$ cat src/rtl/uart_pkg.sv
// ---------------------------------------------------------------------------
// uart_pkg
// Shared constants and helpers for the configurable UART receiver.
//   - Parity-mode constants (PAR_NONE / PAR_EVEN / PAR_ODD)
//   - FSM state encoding (plain 3-bit constants)
//   - baud_mid(): mid-slot count derived from BAUD_END
//   - cfg_legal(): parameter range check used at elaboration
// ---------------------------------------------------------------------------
package uart_pkg;

  localparam int PAR_NONE = 0;
  localparam int PAR_EVEN = 1;
  localparam int PAR_ODD  = 2;

  localparam logic [2:0] ST_IDLE   = 3'd0;
  localparam logic [2:0] ST_START  = 3'd1;
  localparam logic [2:0] ST_DATA   = 3'd2;
  localparam logic [2:0] ST_PARITY = 3'd3;
  localparam logic [2:0] ST_STOP   = 3'd4;

  // Centre of a bit slot, one count early so that the three votes
  // (mid-1, mid, mid+1) straddle the true centre.
  function automatic int baud_mid(input int baud_end);
    return baud_end / 2 - 1;
  endfunction

  function automatic bit cfg_legal(input int baud_end, input int data_bits,
                                   input int parity, input int stop_bits);
    return (baud_end >= 7) &&
           (data_bits >= 5) && (data_bits <= 8) &&
           (parity >= PAR_NONE) && (parity <= PAR_ODD) &&
           ((stop_bits == 1) || (stop_bits == 2));
  endfunction

endpackage

$ cat src/rtl/uart_rx_cfg_if.sv
// ---------------------------------------------------------------------------
// uart_rx_cfg_if
// Receive-side character stream of the UART receiver.
//   rx_data    : received character, LSB = first bit on the wire
//   rx_valid   : buffer holds an unread character
//   rx_ready   : consumer accepts the character (pop on valid & ready)
//   parity_err : parity mismatch on the buffered character
//   frame_err  : a stop sample was 0 on the buffered character
//   overrun    : 1-cycle pulse when a completed frame is dropped
// master = receiver, slave = consumer.
// ---------------------------------------------------------------------------
interface uart_rx_cfg_if #(
  parameter int DATA_BITS = 8
);
  logic [DATA_BITS-1:0] rx_data;
  logic                 rx_valid;
  logic                 rx_ready;
  logic                 parity_err;
  logic                 frame_err;
  logic                 overrun;

  modport master (
    output rx_data, rx_valid, parity_err, frame_err, overrun,
    input  rx_ready
  );

  modport slave (
    input  rx_data, rx_valid, parity_err, frame_err, overrun,
    output rx_ready
  );
endinterface

$ cat src/rtl/uart_bit_sampler.sv
// ---------------------------------------------------------------------------
// uart_bit_sampler
// Line conditioning and bit decision for the UART receiver.
//   sclk, s_rst_n : clock, asynchronous active-low reset
//   rs232_rx      : raw serial line
//   baud_cnt      : position inside the current bit slot (from parent)
//   i_idle        : parent FSM is in IDLE (no decisions are made then)
//   fall          : falling edge seen on the synchronised line
//   bit_val       : majority of the three mid-slot samples
//   bit_stb       : bit_val is valid this cycle (one cycle per slot)
// ---------------------------------------------------------------------------
module uart_bit_sampler
  import uart_pkg::*;
#(
  parameter int BAUD_END = 5207,
  parameter int CNT_W    = 13
) (
  input  logic             sclk,
  input  logic             s_rst_n,
  input  logic             rs232_rx,
  input  logic [CNT_W-1:0] baud_cnt,
  input  logic             i_idle,
  output logic             fall,
  output logic             bit_val,
  output logic             bit_stb
);

  localparam int BAUD_M = baud_mid(BAUD_END);

  logic r_sync1;
  logic r_sync2;
  logic r_sync3;
  logic r_samp_a;
  logic r_samp_b;

  // The synchroniser resets to 0 rather than to the idle level: a line that
  // is already low when reset is released must not look like a start edge.
  always_ff @(posedge sclk or negedge s_rst_n) begin
    if (!s_rst_n) begin
      r_sync1  <= 1'b0;
      r_sync2  <= 1'b0;
      r_sync3  <= 1'b0;
      r_samp_a <= 1'b0;
      r_samp_b <= 1'b0;
    end else begin
      r_sync1 <= rs232_rx;
      r_sync2 <= r_sync1;
      r_sync3 <= r_sync2;
      if (baud_cnt == CNT_W'(BAUD_M - 1)) r_samp_a <= r_sync2;
      if (baud_cnt == CNT_W'(BAUD_M))     r_samp_b <= r_sync2;
    end
  end

  assign fall    = ~r_sync2 & r_sync3;
  // Third vote is the live sample, so the decision lands at BAUD_M+1.
  assign bit_stb = ~i_idle & (baud_cnt == CNT_W'(BAUD_M + 1));
  assign bit_val = (r_samp_a & r_samp_b) | (r_samp_a & r_sync2) | (r_samp_b & r_sync2);

endmodule

$ cat src/rtl/uart_rx_cfg.sv
// ---------------------------------------------------------------------------
// uart_rx_cfg
// Configurable UART receiver (5-8 data bits, none/even/odd parity, 1-2 stop
// bits) with majority-vote sampling, false-start rejection and a one-entry
// valid/ready output buffer.
//   sclk, s_rst_n : clock, asynchronous active-low reset
//   rs232_rx      : serial line, idles high
//   busy          : FSM not in IDLE
//   rx_if         : character stream (master side), see uart_rx_cfg_if
// ---------------------------------------------------------------------------
module uart_rx_cfg
  import uart_pkg::*;
#(
  parameter int BAUD_END  = 5207,
  parameter int DATA_BITS = 8,
  parameter int PARITY    = PAR_NONE,
  parameter int STOP_BITS = 1
) (
  input  logic          sclk,
  input  logic          s_rst_n,
  input  logic          rs232_rx,
  output logic          busy,
  uart_rx_cfg_if.master rx_if
);

  localparam int CNT_W = $clog2(BAUD_END + 1);

  generate
    if (!cfg_legal(BAUD_END, DATA_BITS, PARITY, STOP_BITS)) begin : g_bad_cfg
      $error("uart_rx_cfg: illegal BAUD_END/DATA_BITS/PARITY/STOP_BITS");
    end
  endgenerate

  logic [2:0]           r_state;
  logic [CNT_W-1:0]     r_baud_cnt;
  logic [2:0]           r_bit_cnt;
  logic [DATA_BITS-1:0] r_shift;
  logic                 r_par_err;
  logic                 r_frm_err;
  logic [DATA_BITS-1:0] r_data;
  logic                 r_valid;
  logic                 r_perr_out;
  logic                 r_ferr_out;
  logic                 r_overrun;

  logic w_idle;
  logic w_fall;
  logic w_bit_val;
  logic w_bit_stb;
  logic w_last_data;
  logic w_last_stop;
  logic w_complete;
  logic w_frm_final;
  logic w_par_bad;

  assign w_idle = (r_state == ST_IDLE);

  uart_bit_sampler #(
    .BAUD_END (BAUD_END),
    .CNT_W    (CNT_W)
  ) u_sampler (
    .sclk     (sclk),
    .s_rst_n  (s_rst_n),
    .rs232_rx (rs232_rx),
    .baud_cnt (r_baud_cnt),
    .i_idle   (w_idle),
    .fall     (w_fall),
    .bit_val  (w_bit_val),
    .bit_stb  (w_bit_stb)
  );

  assign w_last_data = (r_bit_cnt == 3'(DATA_BITS - 1));
  assign w_last_stop = (r_bit_cnt == 3'(STOP_BITS - 1));
  assign w_complete  = (r_state == ST_STOP) & w_bit_stb & w_last_stop;
  // Include the current stop decision so the last stop bit counts as well.
  assign w_frm_final = r_frm_err | ~w_bit_val;
  // Even: parity bit must equal XOR of data; odd: its inverse.
  assign w_par_bad   = w_bit_val ^ (^r_shift) ^ (PARITY == PAR_ODD);

  // Slot counter: held at 0 in IDLE so the start slot begins at the edge.
  always_ff @(posedge sclk or negedge s_rst_n) begin
    if (!s_rst_n) begin
      r_baud_cnt <= '0;
    end else if (w_idle || (r_baud_cnt == CNT_W'(BAUD_END))) begin
      r_baud_cnt <= '0;
    end else begin
      r_baud_cnt <= r_baud_cnt + 1'b1;
    end
  end

  always_ff @(posedge sclk or negedge s_rst_n) begin
    if (!s_rst_n) begin
      r_state   <= ST_IDLE;
      r_bit_cnt <= '0;
      r_shift   <= '0;
      r_par_err <= 1'b0;
      r_frm_err <= 1'b0;
    end else begin
      case (r_state)
        ST_IDLE: begin
          if (w_fall) r_state <= ST_START;
        end
        ST_START: begin
          if (w_bit_stb) begin
            r_bit_cnt <= '0;
            r_par_err <= 1'b0;
            r_frm_err <= 1'b0;
            // A high majority means the edge was a glitch.
            r_state   <= w_bit_val ? ST_IDLE : ST_DATA;
          end
        end
        ST_DATA: begin
          if (w_bit_stb) begin
            r_shift <= {w_bit_val, r_shift[DATA_BITS-1:1]};
            if (w_last_data) begin
              r_bit_cnt <= '0;
              r_state   <= (PARITY != PAR_NONE) ? ST_PARITY : ST_STOP;
            end else begin
              r_bit_cnt <= r_bit_cnt + 3'd1;
            end
          end
        end
        ST_PARITY: begin
          if (w_bit_stb) begin
            r_par_err <= w_par_bad;
            r_state   <= ST_STOP;
          end
        end
        ST_STOP: begin
          if (w_bit_stb) begin
            r_frm_err <= w_frm_final;
            // Leave at the last stop decision so the remaining half slot is
            // spent in IDLE, ready for a back-to-back start edge.
            if (w_last_stop) r_state <= ST_IDLE;
            else             r_bit_cnt <= r_bit_cnt + 3'd1;
          end
        end
        default: r_state <= ST_IDLE;
      endcase
    end
  end

  // One-entry output buffer. A completion may load while the old entry is
  // popped in the same cycle; otherwise a full buffer drops the new frame.
  always_ff @(posedge sclk or negedge s_rst_n) begin
    if (!s_rst_n) begin
      r_data     <= '0;
      r_valid    <= 1'b0;
      r_perr_out <= 1'b0;
      r_ferr_out <= 1'b0;
      r_overrun  <= 1'b0;
    end else begin
      r_overrun <= 1'b0;
      if (w_complete) begin
        if (!r_valid || rx_if.rx_ready) begin
          r_data     <= r_shift;
          r_perr_out <= r_par_err;
          r_ferr_out <= w_frm_final;
          r_valid    <= 1'b1;
        end else begin
          r_overrun  <= 1'b1;
        end
      end else if (r_valid && rx_if.rx_ready) begin
        r_valid <= 1'b0;
      end
    end
  end

  assign rx_if.rx_data    = r_data;
  assign rx_if.rx_valid   = r_valid;
  assign rx_if.parity_err = r_perr_out;
  assign rx_if.frame_err  = r_ferr_out;
  assign rx_if.overrun    = r_overrun;
  assign busy             = ~w_idle;

endmodule

$ cat src/flat_wrapper.sv
// flat-port wrapper written by rule: the top's interface ports become plain ports
module uart_rx_cfg_flat import uart_pkg::*;
#(
  parameter int BAUD_END  = 5207,
  parameter int DATA_BITS = 8,
  parameter int PARITY    = PAR_NONE,
  parameter int STOP_BITS = 1
)
  (sclk, s_rst_n, rs232_rx, busy, rx_if_rx_data, rx_if_rx_valid, rx_if_parity_err, rx_if_frame_err, rx_if_overrun, rx_if_rx_ready);
  uart_rx_cfg_if #(.DATA_BITS(DATA_BITS)) rx_if_i ();
  input  logic sclk;
  input  logic s_rst_n;
  input  logic rs232_rx;
  output logic busy;
  output wire logic [$bits(rx_if_i.rx_data)-1:0] rx_if_rx_data;
  output wire logic [$bits(rx_if_i.rx_valid)-1:0] rx_if_rx_valid;
  output wire logic [$bits(rx_if_i.parity_err)-1:0] rx_if_parity_err;
  output wire logic [$bits(rx_if_i.frame_err)-1:0] rx_if_frame_err;
  output wire logic [$bits(rx_if_i.overrun)-1:0] rx_if_overrun;
  input wire logic [$bits(rx_if_i.rx_ready)-1:0] rx_if_rx_ready;
  assign rx_if_rx_data = rx_if_i.rx_data;
  assign rx_if_rx_valid = rx_if_i.rx_valid;
  assign rx_if_parity_err = rx_if_i.parity_err;
  assign rx_if_frame_err = rx_if_i.frame_err;
  assign rx_if_overrun = rx_if_i.overrun;
  assign rx_if_i.rx_ready = rx_if_rx_ready;
  uart_rx_cfg #(.BAUD_END(BAUD_END), .DATA_BITS(DATA_BITS), .PARITY(PARITY), .STOP_BITS(STOP_BITS)) u_core (.sclk(sclk), .s_rst_n(s_rst_n), .rs232_rx(rs232_rx), .busy(busy), .rx_if(rx_if_i));
endmodule
$ cat config.mk
export PLATFORM = sky130hd
export DESIGN_NAME = uart_rx_cfg_flat
export DESIGN_NICKNAME = d
export VERILOG_FILES = /design/src/rtl/uart_pkg.sv /design/src/rtl/uart_rx_cfg_if.sv /design/src/rtl/uart_bit_sampler.sv /design/src/rtl/uart_rx_cfg.sv /design/src/flat_wrapper.sv
export SDC_FILE = /design/constraint.sdc
export NUM_CORES = 1
export LEC_CHECK = 0
export CAP_MARGIN = 20
export CORE_MARGIN = 5
export CORE_UTILIZATION = 45
export CTS_CLUSTER_DIAMETER = 60
export DETAILED_ROUTE_END_ITERATION = 7
export PLACE_DENSITY = 0.69
export SYNTH_ARGS = -nofsm -noshare
export SYNTH_HDL_FRONTEND = slang
export SYNTH_SLANG_ARGS = --single-unit
$ cat constraint.sdc
create_clock -name sclk -period 2.5 [get_ports sclk]
set_input_delay 0.75 -clock sclk [delete_from_list [all_inputs] [get_ports sclk]]
set_output_delay 0.75 -clock sclk [all_outputs]
set_load 0.02 [all_outputs]
==> reports/metrics.cfg, run 1 <==
[outcome]
status = complete, no violations

[synthesis]
synth_warnings = 0
synthTopCellsByCount = dfrtp_1 (46), nor2_1 (23), xnor2_1 (15)
postSynthAreaPerCell_um2 = 11.4
syn_area_mm2 = 0.00224
synth_edf_count = 0
ys_types = 43
yosysMostFrequentCell = dfrtp_1
synth.net_count = 206
synthCells = 196
synthFlopType = dfrtp_1
synthArstFlopShare_pct = 100
yosysSeqAreaShare_pct = 51.4
yosysTopAreaCell = dfrtp_1
ys_ff_latch = 46
synth.top_cell.area_share_pct = 51.4
synthTopCellsByArea = dfrtp_1 (51%), mux2_2 (6.0%), xnor2_1 (5.9%), mux2_4 (5.4%), nor2_1 (3.9%)

[sta]
finalMaxSlewViolations = 0
max_slew_margin_pct = 64.7
rsz0062_at_grt = no
fin_ws_ns = 0.153
tightestPinTransition_ns = 0.529
fmax_mhz = 426
tns_ns = 0
skew_ns = 0.00595
finalCritPeriodShare_pct = 93.9
setup_violations = 0
finalHoldViolCount = 0
fin_crit_ns = 2.35

[layout]
drive_gt1_share_pct = 17.9
final.fill_count = 431
nets = 227
antenna_cells = 0
synthToLayoutAreaGrowth_pct = 15.7
final_util_pct = 54.1

[detailed_routing]
antenna_left = 0
vias = 1421
dr.pass1.iters = 4
routed_wl_um = 3850
drt_iter0_markers = 38
wl_per_cell_um = 13.5
drc_errors = 0
via_per_inst = 4.99

[clock_tree]
cts.clk_slew.worst_paths_ns = 0.09
post_cts_buffers = 0
cts_tree = done
clk_latency_ns = 0.29
cts.sinks = 46
clock_path_buffers = 2
cts_root_buf = clkbuf_8
htreeDepth = 2
cts_buffers = 5

[critical_path]
arrival_ns = 1.60
end_kind = primary output
cp_max_fo = 9
cpLargestDelayFamily = buffers and inverters
cp.depth = 3
startpoint_type = flop
r2r_start = u_core.r_baud_cnt[6]
slowest_stage = clkdlybuf4s50_1
r2r_cells = 4
r2r-end = u_core.rx_if.parity_err
cp-startpoint = u_core.r_state[2]
critPathBufInv = 2
cpPeakStageDelay_ns = 0.54
endpoint = busy
critPathKind = reg -> out
path_cells = nor3_2, inv_1, clkdlybuf4s50_1
crit_required_ns = 1.75
r2r_slack_ns = 0.37

[placement]
place_hpwl_um = 2750
pre_cts_slack_ns = 0.165
routabilityCongestion = 0.807
portBuffers = 16

[power]
power_density_mw_per_mm2 = 581
p_leak_nw = 1.17
peakVddDrop_v = 0.000316

[global_routing]
grt_antenna_before_repair = 0
grt_overflow_total = 0
gr-max-usage-layer = met2
grt_max_degree = 26
grt_util_met3_pct = 3.25
met2_usage_pct = 21.1
grt_pass1_vias = 1439
grt_usage_pct = 13.7
grtUsageMet1_pct = 18.8
grt_pass1_wl_um = 6880

[floorplan]
pin_count = 17
dieArea_mm2 = 0.00649
die_w_um = 80.5
start_util_pct = 46.8
fp.coreArea_mm2 = 0.00479
die_h_um = 80.5
core.rowCount = 25

[flow_run]
maxCapViolCount = 0

[hold_path]
hp-class = reg -> reg

==> sequential cells by signal, indices dropped and copies added, names as in the netlist, 3 cells and up <==
| register | cells |
|---|---|
| u_core.r_bit_cnt | 3 |
| u_core.r_shift | 8 |
| u_core.r_baud_cnt | 13 |
| u_core.r_state | 3 |
| u_core.rx_if.rx_data | 8 |
==> power breakdown <==
group	switching, mW	internal, mW
combinational	0.113	0.0937
sequential	0.0655	0.786
clock	0.251	0.196
total	0.429	1.08
==> area by class of cell <==
class	instances	area, µm²	area share, %
Clock inverter	3	21.3	0.821
Inverter	11	41.3	1.59
Tap cell	67	83.8	3.24
Clock buffer	5	68.8	2.66
Timing Repair Buffer	22	213	8.21
Sequential cell	46	1150	44.4
Multi-Input combinational cell	131	1010	39.1
==> worst register-to-register path, cell delays in order (launching register included) <==
cell     delay (ns)
dfrtp_1        0.48
nor4_1         0.37
and4_1         0.32
and3_1         0.46
mux2_2         0.39
==> cells in the final DEF, fill, tap and decap left out, types with 3 or more instances in the layout <==
| cell type | n |
|---|---|
| clkbuf_8 | 5 |
| mux2_4 | 8 |
| nor3_1 | 5 |
| nor4_1 | 5 |
| nand3_1 | 7 |
| xor2_1 | 3 |
| o21ai_0 | 7 |
| clkdlybuf4s50_1 | 15 |
| nand2_1 | 7 |
| mux2_2 | 12 |
| dfrtp_1 | 46 |
| nand2b_1 | 3 |
| nor2_1 | 23 |
| ha_1 | 6 |
| buf_4 | 5 |
| inv_1 | 11 |
| xnor2_1 | 15 |
==> worst min-delay path by stage <==
stage / start / to / depth (start not counted)
floorplan: u_core.u_sampler.r_sync1 / u_core.u_sampler.r_sync2 / 0
global placement: u_core.u_sampler.r_sync1 / u_core.u_sampler.r_sync2 / 0
detailed placement: u_core.u_sampler.r_sync1 / u_core.u_sampler.r_sync2 / 0
CTS: u_core.u_sampler.r_sync1 / u_core.u_sampler.r_sync2 / 0
global route: u_core.u_sampler.r_sync1 / u_core.u_sampler.r_sync2 / 0
finish: u_core.u_sampler.r_sync1 / u_core.u_sampler.r_sync2 / 0
==> per-stage QoR <==
step           instances  cell area (µm²)  hold WS (ns)  total power, mW
6_report             285             2590         0.354             1.50
4_1_cts              285             2590         0.356             1.53
2_1_floorplan        196             2240         0.331            0.999
5_1_grt              285             2590         0.366             1.60
3_5_place_dp         277             2500         0.335             1.07
3_3_place_gp         277             2500         0.332             1.07
==> kinds of logic after synthesis <==
kind of cell	Yosys count	synth area share, %
AO/OA/AOI/OAI	17	4.81
XOR/XNOR	19	8.05
adder cells (fa/ha/maj)	7	3.80
buffers and inverters	19	3.63
flip-flops	46	51.4
multiplexers	20	11.4
AND/OR/NAND/NOR	68	16.9
==> per-layer routing <==
metal | part of all wire (%) | up-vias
li1 | - | 723
met1 | 50 | 678
met2 | 46 | 13
met3 | 2.7 | 7
met4 | 1.5 | 0
met5 | 0 | -
==> what timing repair did <==
action	in CTS	in global routing
hold endpoints to repair	0	0
hold buffers	0	0
resized for setup	0	1
endpoints found under the setup margin	0	1
Power figures use the tool's default switching activity.
==> run 2, diff against run 1 <==
SKIP_LAST_GASP = 1   (was not set)
==> results of run 2 <==
Final layout, timing and power as in run 1 (identical DEF).
